$ cat src/rtl/ip_codma_sync_fifo.sv
//----------------------------------------------------------------------------
// ip_codma_sync_fifo
//
// Generic single-clock FIFO used for every codma buffer role (address phase,
// tracker, data storage). First-word-fall-through: the head entry is always
// visible on data_o, and pop_i acknowledges it. Depth need not be a power of
// two, so the pointers wrap explicitly at DEPTH-1.
//
// Ports:
//   clk_i          clock, all state on rising edge
//   reset_i        asynchronous active-high reset (clears storage too)
//   flush_i        synchronous clear of contents, pointers and error flags
//   push_i/data_i  write request / write data
//   pop_i          read request, acknowledges current data_o
//   data_o         head entry, all-zero while empty
//   empty_o/full_o occupancy extremes
//   count_o        current occupancy
//   almost_full_o  count >= AFULL_THR
//   almost_empty_o count <= AEMPTY_THR
//   overflow_o     sticky: push while full without a pop
//   underflow_o    sticky: pop while empty
//----------------------------------------------------------------------------
`timescale 1ns/1ps

module ip_codma_sync_fifo #(
   parameter int DATA_W     = 64,
   parameter int DEPTH      = 32,
   parameter int AFULL_THR  = DEPTH - 2,
   parameter int AEMPTY_THR = 1,
   parameter int CNT_W      = $clog2(DEPTH + 1)
) (
   input  logic              clk_i,
   input  logic              reset_i,
   input  logic              flush_i,
   input  logic              push_i,
   input  logic [DATA_W-1:0] data_i,
   input  logic              pop_i,
   output logic [DATA_W-1:0] data_o,
   output logic              empty_o,
   output logic              full_o,
   output logic [CNT_W-1:0]  count_o,
   output logic              almost_full_o,
   output logic              almost_empty_o,
   output logic              overflow_o,
   output logic              underflow_o
);

   localparam int PTR_W = (DEPTH > 2) ? $clog2(DEPTH) : 1;

   localparam logic [PTR_W-1:0] PTR_LAST = PTR_W'(DEPTH - 1);
   localparam logic [CNT_W-1:0] CNT_FULL = CNT_W'(DEPTH);
   localparam logic [CNT_W-1:0] CNT_AF   = CNT_W'(AFULL_THR);
   localparam logic [CNT_W-1:0] CNT_AE   = CNT_W'(AEMPTY_THR);

   logic [DATA_W-1:0] storage_reg [DEPTH];
   logic [DEPTH-1:0]  wr_en;

   logic [PTR_W-1:0] wptr_reg, wptr_next;
   logic [PTR_W-1:0] rptr_reg, rptr_next;
   logic [CNT_W-1:0] count_reg, count_next;
   logic             overflow_reg, overflow_next;
   logic             underflow_reg, underflow_next;

   logic push_acc;
   logic pop_acc;

   // Explicit wrap so non-power-of-two depths work.
   function automatic logic [PTR_W-1:0] ptr_inc(input logic [PTR_W-1:0] p);
      return (p == PTR_LAST) ? '0 : p + PTR_W'(1);
   endfunction

   // Status is purely combinational from the registered count.
   assign empty_o        = (count_reg == '0);
   assign full_o         = (count_reg == CNT_FULL);
   assign count_o        = count_reg;
   assign almost_full_o  = (count_reg >= CNT_AF);
   assign almost_empty_o = (count_reg <= CNT_AE);
   assign overflow_o     = overflow_reg;
   assign underflow_o    = underflow_reg;

   // A pop frees the slot a push on a full FIFO needs, so both are accepted.
   assign push_acc = push_i & (~full_o | pop_i);
   assign pop_acc  = pop_i & ~empty_o;

   assign data_o = empty_o ? '0 : storage_reg[rptr_reg];

   // Per-entry write enables; flush discards a same-cycle push.
   for (genvar gi = 0; gi < DEPTH; gi++) begin : g_wr_en
      assign wr_en[gi] = push_acc & ~flush_i & (wptr_reg == PTR_W'(gi));
   end

   always_ff @(posedge clk_i or posedge reset_i) begin
      if (reset_i) begin
         for (int i = 0; i < DEPTH; i++) begin
            storage_reg[i] <= '0;
         end
      end else begin
         for (int i = 0; i < DEPTH; i++) begin
            if (wr_en[i]) begin
               storage_reg[i] <= data_i;
            end
         end
      end
   end

   always_comb begin
      wptr_next      = wptr_reg;
      rptr_next      = rptr_reg;
      count_next     = count_reg;
      overflow_next  = overflow_reg;
      underflow_next = underflow_reg;
      if (flush_i) begin
         wptr_next      = '0;
         rptr_next      = '0;
         count_next     = '0;
         overflow_next  = 1'b0;
         underflow_next = 1'b0;
      end else begin
         if (push_acc) begin
            wptr_next = ptr_inc(wptr_reg);
         end
         if (pop_acc) begin
            rptr_next = ptr_inc(rptr_reg);
         end
         case ({push_acc, pop_acc})
            2'b10:   count_next = count_reg + CNT_W'(1);
            2'b01:   count_next = count_reg - CNT_W'(1);
            default: count_next = count_reg;
         endcase
         if (push_i && full_o && !pop_i) begin
            overflow_next = 1'b1;
         end
         // Raised even when a same-cycle push is accepted into the empty FIFO.
         if (pop_i && empty_o) begin
            underflow_next = 1'b1;
         end
      end
   end

   always_ff @(posedge clk_i or posedge reset_i) begin
      if (reset_i) begin
         wptr_reg      <= '0;
         rptr_reg      <= '0;
         count_reg     <= '0;
         overflow_reg  <= 1'b0;
         underflow_reg <= 1'b0;
      end else begin
         wptr_reg      <= wptr_next;
         rptr_reg      <= rptr_next;
         count_reg     <= count_next;
         overflow_reg  <= overflow_next;
         underflow_reg <= underflow_next;
      end
   end

endmodule

$ cat config.mk
export PLATFORM = sky130hd
export DESIGN_NAME = ip_codma_sync_fifo
export DESIGN_NICKNAME = d
export VERILOG_FILES = /design/src/rtl/ip_codma_sync_fifo.sv
export SDC_FILE = /design/constraint.sdc
export NUM_CORES = 2
export LEC_CHECK = 0
export BUFFER_PORTS_ARGS = -buffer_cell sky130_fd_sc_hd__buf_2
export CORE_MARGIN = 5
export CORE_UTILIZATION = 55
export CTS_CLUSTER_SIZE = 24
export DETAILED_ROUTE_END_ITERATION = 16
export GPL_ROUTABILITY_DRIVEN = 0
export HOLD_SLACK_MARGIN = 0.12
export PLACE_DENSITY = 0.71
export SYNTH_ARGS = -nofsm -noshare
export SYNTH_HDL_FRONTEND = slang
export SYNTH_SLANG_ARGS = --single-unit
export TNS_END_PERCENT = 5
$ cat constraint.sdc
create_clock -name clk_i -period 80.7 [get_ports clk_i]
set_input_delay 16.14 -clock clk_i [delete_from_list [all_inputs] [get_ports clk_i]]
set_output_delay 16.14 -clock clk_i [all_outputs]
set_load 0.02 [all_outputs]
# Word-level counts from Yosys, hierarchy flattened
# Cells that the tools add are included.
[totals] ff_bits=2066 latchBits=0 mem_bits_rw=0 romBits=0 input_bits=69 output_inout_bits=76 n_memories=0
[classes] add_sub_neg=4 n_mul=0 div=0 magnitude_cmp=3 eq_ne=35 n_shift=0 muxes=16 bitwise=40 reduce_logical=11
[op_table] cell="64-bit binary-select mux with 5-bit select" count=1
[op_table] cell="64-bit two-way mux" count=3
[op_table] cell="5-bit == test (second input constant)" count=17
[op_table] cell="5-bit by 4-bit == test with 1-bit output (second input constant)" count=8
[op_table] cell="1-bit bitwise AND" count=35
[op_table] cell="5-bit two-way mux" count=6
[op_table] cell="5-bit by 3-bit == test with 1-bit output (second input constant)" count=4
[op_table] cell="6-bit one-hot mux with 2 select lines" count=1
[op_table] cell="5-bit by 1-bit adder with 5-bit output (second input constant)" count=2
[op_table] cell="5-bit by 2-bit == test with 1-bit output (second input constant)" count=2
[op_table] cell="2-bit nonzero test" count=4
[op_table] cell="6-bit by 1-bit adder with 6-bit output (second input constant)" count=1
[op_table] cell="6-bit == test (second input constant)" count=1
[op_table] cell="6-bit by 5-bit greater-or-equal comparator with 1-bit output (second input constant)" count=1
[op_table] cell="6-bit greater-or-equal comparator (second input constant)" count=1
[op_table] cell="6-bit by 1-bit less-or-equal comparator with 1-bit output (second input constant)" count=1
[op_table] cell="6-bit zero test" count=1
[op_table] cell="6-bit two-way mux" count=1
[op_table] cell="5-bit NOT with 6-bit output" count=1
[op_table] cell="6-bit by 1-bit subtractor with 6-bit output (second input constant)" count=1
[op_table] cell="5-bit by 1-bit == test with 1-bit output (second input constant)" count=1
[op_table] cell="5-bit zero test" count=1
[op_table] cell="1-bit two-way mux" count=4
[op_table] cell="1-bit logical AND" count=3
[op_table] cell="other kinds (6)" count=8

# Depth between registers and ports, before layout
[depth] ltp_word=7 ltp_mapped=9 ltp_nobuf=6

# Worst setup path before layout
# Ideal clock, no wire load.
[synth_path] path_kind="register -> output" startpoint="register count_reg[0] (netlist: count_o[0])" endpoint="output port data_o[60]" t_arrival_ps=2560 required_time_ps=64560 slack_ps=62000 stages_incl_launch_ff=9 cell_sequence="dfrtp_1 > inv_1 > ha_1 > nor4b_2 > buf_2 > a2111oi_2 > clkbuf_1 > a22oi_1 > nand4_1"
[synth_via] elab_chain_len=2
[synth_rtl] element="start: declaration" line_no="60" text="logic [CNT_W-1:0] count_reg, count_next;"
[synth_rtl] element="start signal: assignment" line_no="150" text="count_reg <= count_next;"
[synth_rtl] element="6-bit zero test" line_no="73" text="assign empty_o = (count_reg == '0);"
[synth_rtl] element="64-bit two-way mux" line_no="85" text="assign data_o = empty_o ? '0 : storage_reg[rptr_reg];"
[synth_rtl] element="end: declaration" line_no="38" text="output logic [DATA_W-1:0] data_o,"
# No other way between the ends.

# Final worst setup path
[layout_path] startpoint="register rptr_reg[0]" endpoint="output port data_o[21]"
[layout_via] elab_chain_len=5
[layout_rtl] element="start: declaration" line_no="59" text="logic [PTR_W-1:0] rptr_reg, rptr_next;"
[layout_rtl] element="start signal: assignment" line_no="149" text="rptr_reg <= rptr_next;"
[layout_rtl] element="5-bit NOT with 6-bit output (implied by the code)" line_no="85"
[layout_rtl] element="64-bit binary-select mux with 5-bit select" line_no="85"
[layout_rtl] element="64-bit two-way mux (implied by the code) (2 in series)" line_no="85"
[layout_rtl] element="64-bit two-way mux" line_no="85"
# No other way between the ends. The select of a mux whose other input is x is not followed.

==> results.py <==
metrics = {
    "layout": {
        "fin_cells": 8575,
        "areaGrowthSynthToFinish_pct": 9.68,
        "drive_gt1_share_pct": 47.1,
        "nFillCells": 12900,
        "multi_input_area_mm2": 0.0398,
        "seqCellArea_mm2": 0.0517,
        "nets": 6262,
        "largest_register_ffs": 2048,
    },
    "routing": {
        "routed_wl_um": 248000,
        "antenna_left": 0,
        "drc_errors": 0,
        "drt_first_pass_iters": 5,
        "via_count": 54800,
        "wl_per_cell_um": 28.9,
        "viasPerCell": 6.39,
        "dr.first_iter.drc_count": 4252,
    },
    "timing": {
        "max_freq_ghz": 0.0441,
        "holdWs_ns": 0.483,
        "timing.final.ws_setup_ns": 58.03,
        "layout_min_cycle_time_ns": 22.68,
        "finClkSkew_ns": 0.0236,
        "rsz0062_at_grt": "no",
        "worst_pin_slew_ns": 1.19,
        "relSlewSlack_pct": 20.5,
        "finalSetupViolCount": 0,
        "final_max_slew_viol_count": 0,
        "finalSetupTns_ns": 0,
        "hold_violations": 0,
        "post-route-period-util_pct": 28.1,
    },
    "worst_setup_path": {
        "worstSetupEndpointType": "primary output",
        "cp_cell_sequence": "buf_4 > buf_4 > buf_4 > buf_4 > mux4_2 > mux2_2 > nand2_1 > nand4_1 > buf_2",
        "path_class": "register to primary output",
        "required_ns": 64.56,
        "reg2regPathDepth": 8,
        "worst-path-buf-inv": 5,
        "cpLargestDelayFamily": "buffers and inverters",
        "startpoint_type": "register",
        "cp.arrival_ns": 6.53,
        "critPathSlowestCell": "dfrtp_4",
        "worstSetupPathDepth": 9,
        "path_common_cell": "buf_4",
        "crit_fanout": 49,
        "max_stage_delay_ns": 0.93,
    },
    "clock_network": {
        "clk_latency_ns": 0.83,
        "cts_buffer_depth": 3,
        "cts_sinks": 2066,
        "cts_htree_levels": 4,
        "cts_tree": "built",
        "cts_root_buffer": "clkbuf_16",
        "hold_buffers": 0,
        "cts_buffers": 208,
        "cts.clk_slew.worst_paths_ns": 0.06,
        "cts_setup_buffers": 0,
        "cts_resized": 0,
    },
    "power": {
        "power_density_mw_per_mm2": 26.0,
        "leakagePower_nw": 49.0,
        "ir_worst_vdd_mv": 0.0318,
        "total_power_mw": 2.68,
    },
    "global_route": {
        "grt_max_degree": 161,
        "grt_pass1_vias": 58100,
        "grt_pass1_wl_um": 377000,
        "grt-ovfl-total": 0,
        "antenna_found_initial": 17,
        "grtUsageTotal_pct": 27.7,
    },
    "min_path": {
        "hp-class": "register to register",
        "hold_depth": 1,
    },
    "flow_run": {
        "drv_cap": 0,
    },
    "synth": {
        "yosysSeqAreaShare_pct": 55.1,
        "ys.flop_type": "dfrtp_1",
        "synth_area_leader_cell": "dfrtp_1",
        "yosysUniqueCellTypes": 52,
        "synth_edf_count": 0,
        "synth-seq-cells": 2066,
        "syn_area_per_cell_um2": 14.8,
        "syn_area_mm2": 0.0939,
        "syn_nets": 6410,
        "synth_cells": 6329,
        "synth_top_area_share_pct": 55.1,
        "ys_top_cells_by_area": "dfrtp_1 (55%), mux2_2 (25%), mux4_2 (6.1%)",
        "ys_async_sr_fraction_pct": 100,
        "synth.yosys.warnings": 0,
    },
    "floorplan": {
        "start_util_pct": 55.3,
        "rows": 151,
        "fp.dieW_um": 423,
        "core_area_mm2": 0.170,
        "die-area_mm2": 0.179,
        "ios": 145,
        "die_h_um": 423,
    },
    "place": {
        "place_ws_ns": 58.81,
        "dp.cells": 8189,
        "portBuffers": 144,
        "dpl.hpwl_um": 130000,
    },
    "outcome": {
        "status": "complete, no violations",
    },
}
metal layers:
layer / global-route usage, % / vias to the layer above / wire length, um
li1: - / 23100 / -
met1: 38.0 / 29800 / 106000
met2: 46.3 / 1378 / 122000
met3: 3.96 / 472 / 11800
met4: 8.53 / 4 / 7830
met5: 0 / - / 19
worst paths after layout:
path | slack [ns] | start | endpoint
worst min register to register | 0.48 | storage_reg[895] | storage_reg[895]
worst min-delay path | 0.48 | storage_reg[895] | storage_reg[895]
min in group asynchronous | 15.53 | reset_i | storage_reg[1808]
worst max register to register | 76.27 | count_o[0] | storage_reg[474]
max in group asynchronous | 60.35 | reset_i | storage_reg[621]
worst max-delay path | 58.03 | rptr_reg[0] | data_o[21]
layout by cell type, fill, tap and decap left out, types with 71 or more instances in the layout:
cell,netlist,final
dfrtp_1,2066,2063
a22oi_1,190,190
nand2_1,81,71
mux4_2,254,254
nand3_1,73,73
mux2_2,2085,2085
mux2i_1,524,524
clkbuf_16,0,211
buf_4,1,108
buf_2,227,144
o22ai_1,131,131
layout make-up:
| type | instances | area share (%) |
|---|---|---|
| Clock buffer | 319 | 6.17 |
| Tap cell | 2218 | 2.69 |
| Inverter | 9 | 0.0401 |
| Timing Repair Buffer | 256 | 1.56 |
| Sequential cell | 2066 | 50.2 |
| Clock inverter | 61 | 0.660 |
| Antenna cell | 6 | 0.0146 |
| Multi-Input combinational cell | 3640 | 38.6 |
logic make-up after synthesis:
kind of cell,count (synthesis),share of synthesized area (%)
buffers and inverters,623,2.91
DFF,2066,55.1
and+or+nand+nor,313,1.79
AOI/OAI and AO/OA,421,3.02
adders and majority gates,12,0.160
muxes,2894,37.1
per-stage QoR:
step / instance area [um^2] / utilization (%)
after floorplan: 93900 / -
after global placement: 95900 / 56.5
after detailed placement: 95900 / 56.5
after CTS: 103000 / 60.7
after global routing: 103000 / 60.7
final: 103000 / 60.7
where the power goes:
group	leakage [nW]	internal (mW)	switching, mW
logic	17.1	0.238	0.327
clock network	3.50	0.575	0.408
registers	28.4	1.09	0.0388
Yosys cell counts (14+ instances only):
| cell | number |
|---|---|
| nand2_1 | 81 |
| nand4_1 | 63 |
| buf_6 | 14 |
| mux2_2 | 2085 |
| nand3_1 | 73 |
| buf_2 | 227 |
| mux4_2 | 254 |
| o22ai_1 | 131 |
| buf_1 | 36 |
| mux2i_1 | 524 |
| nor2_1 | 27 |
| o21ai_0 | 69 |
| dfrtp_1 | 2066 |
| mux2_1 | 31 |
| clkbuf_1 | 336 |
| a22oi_1 | 190 |
(Power assumes the default switching activity.)
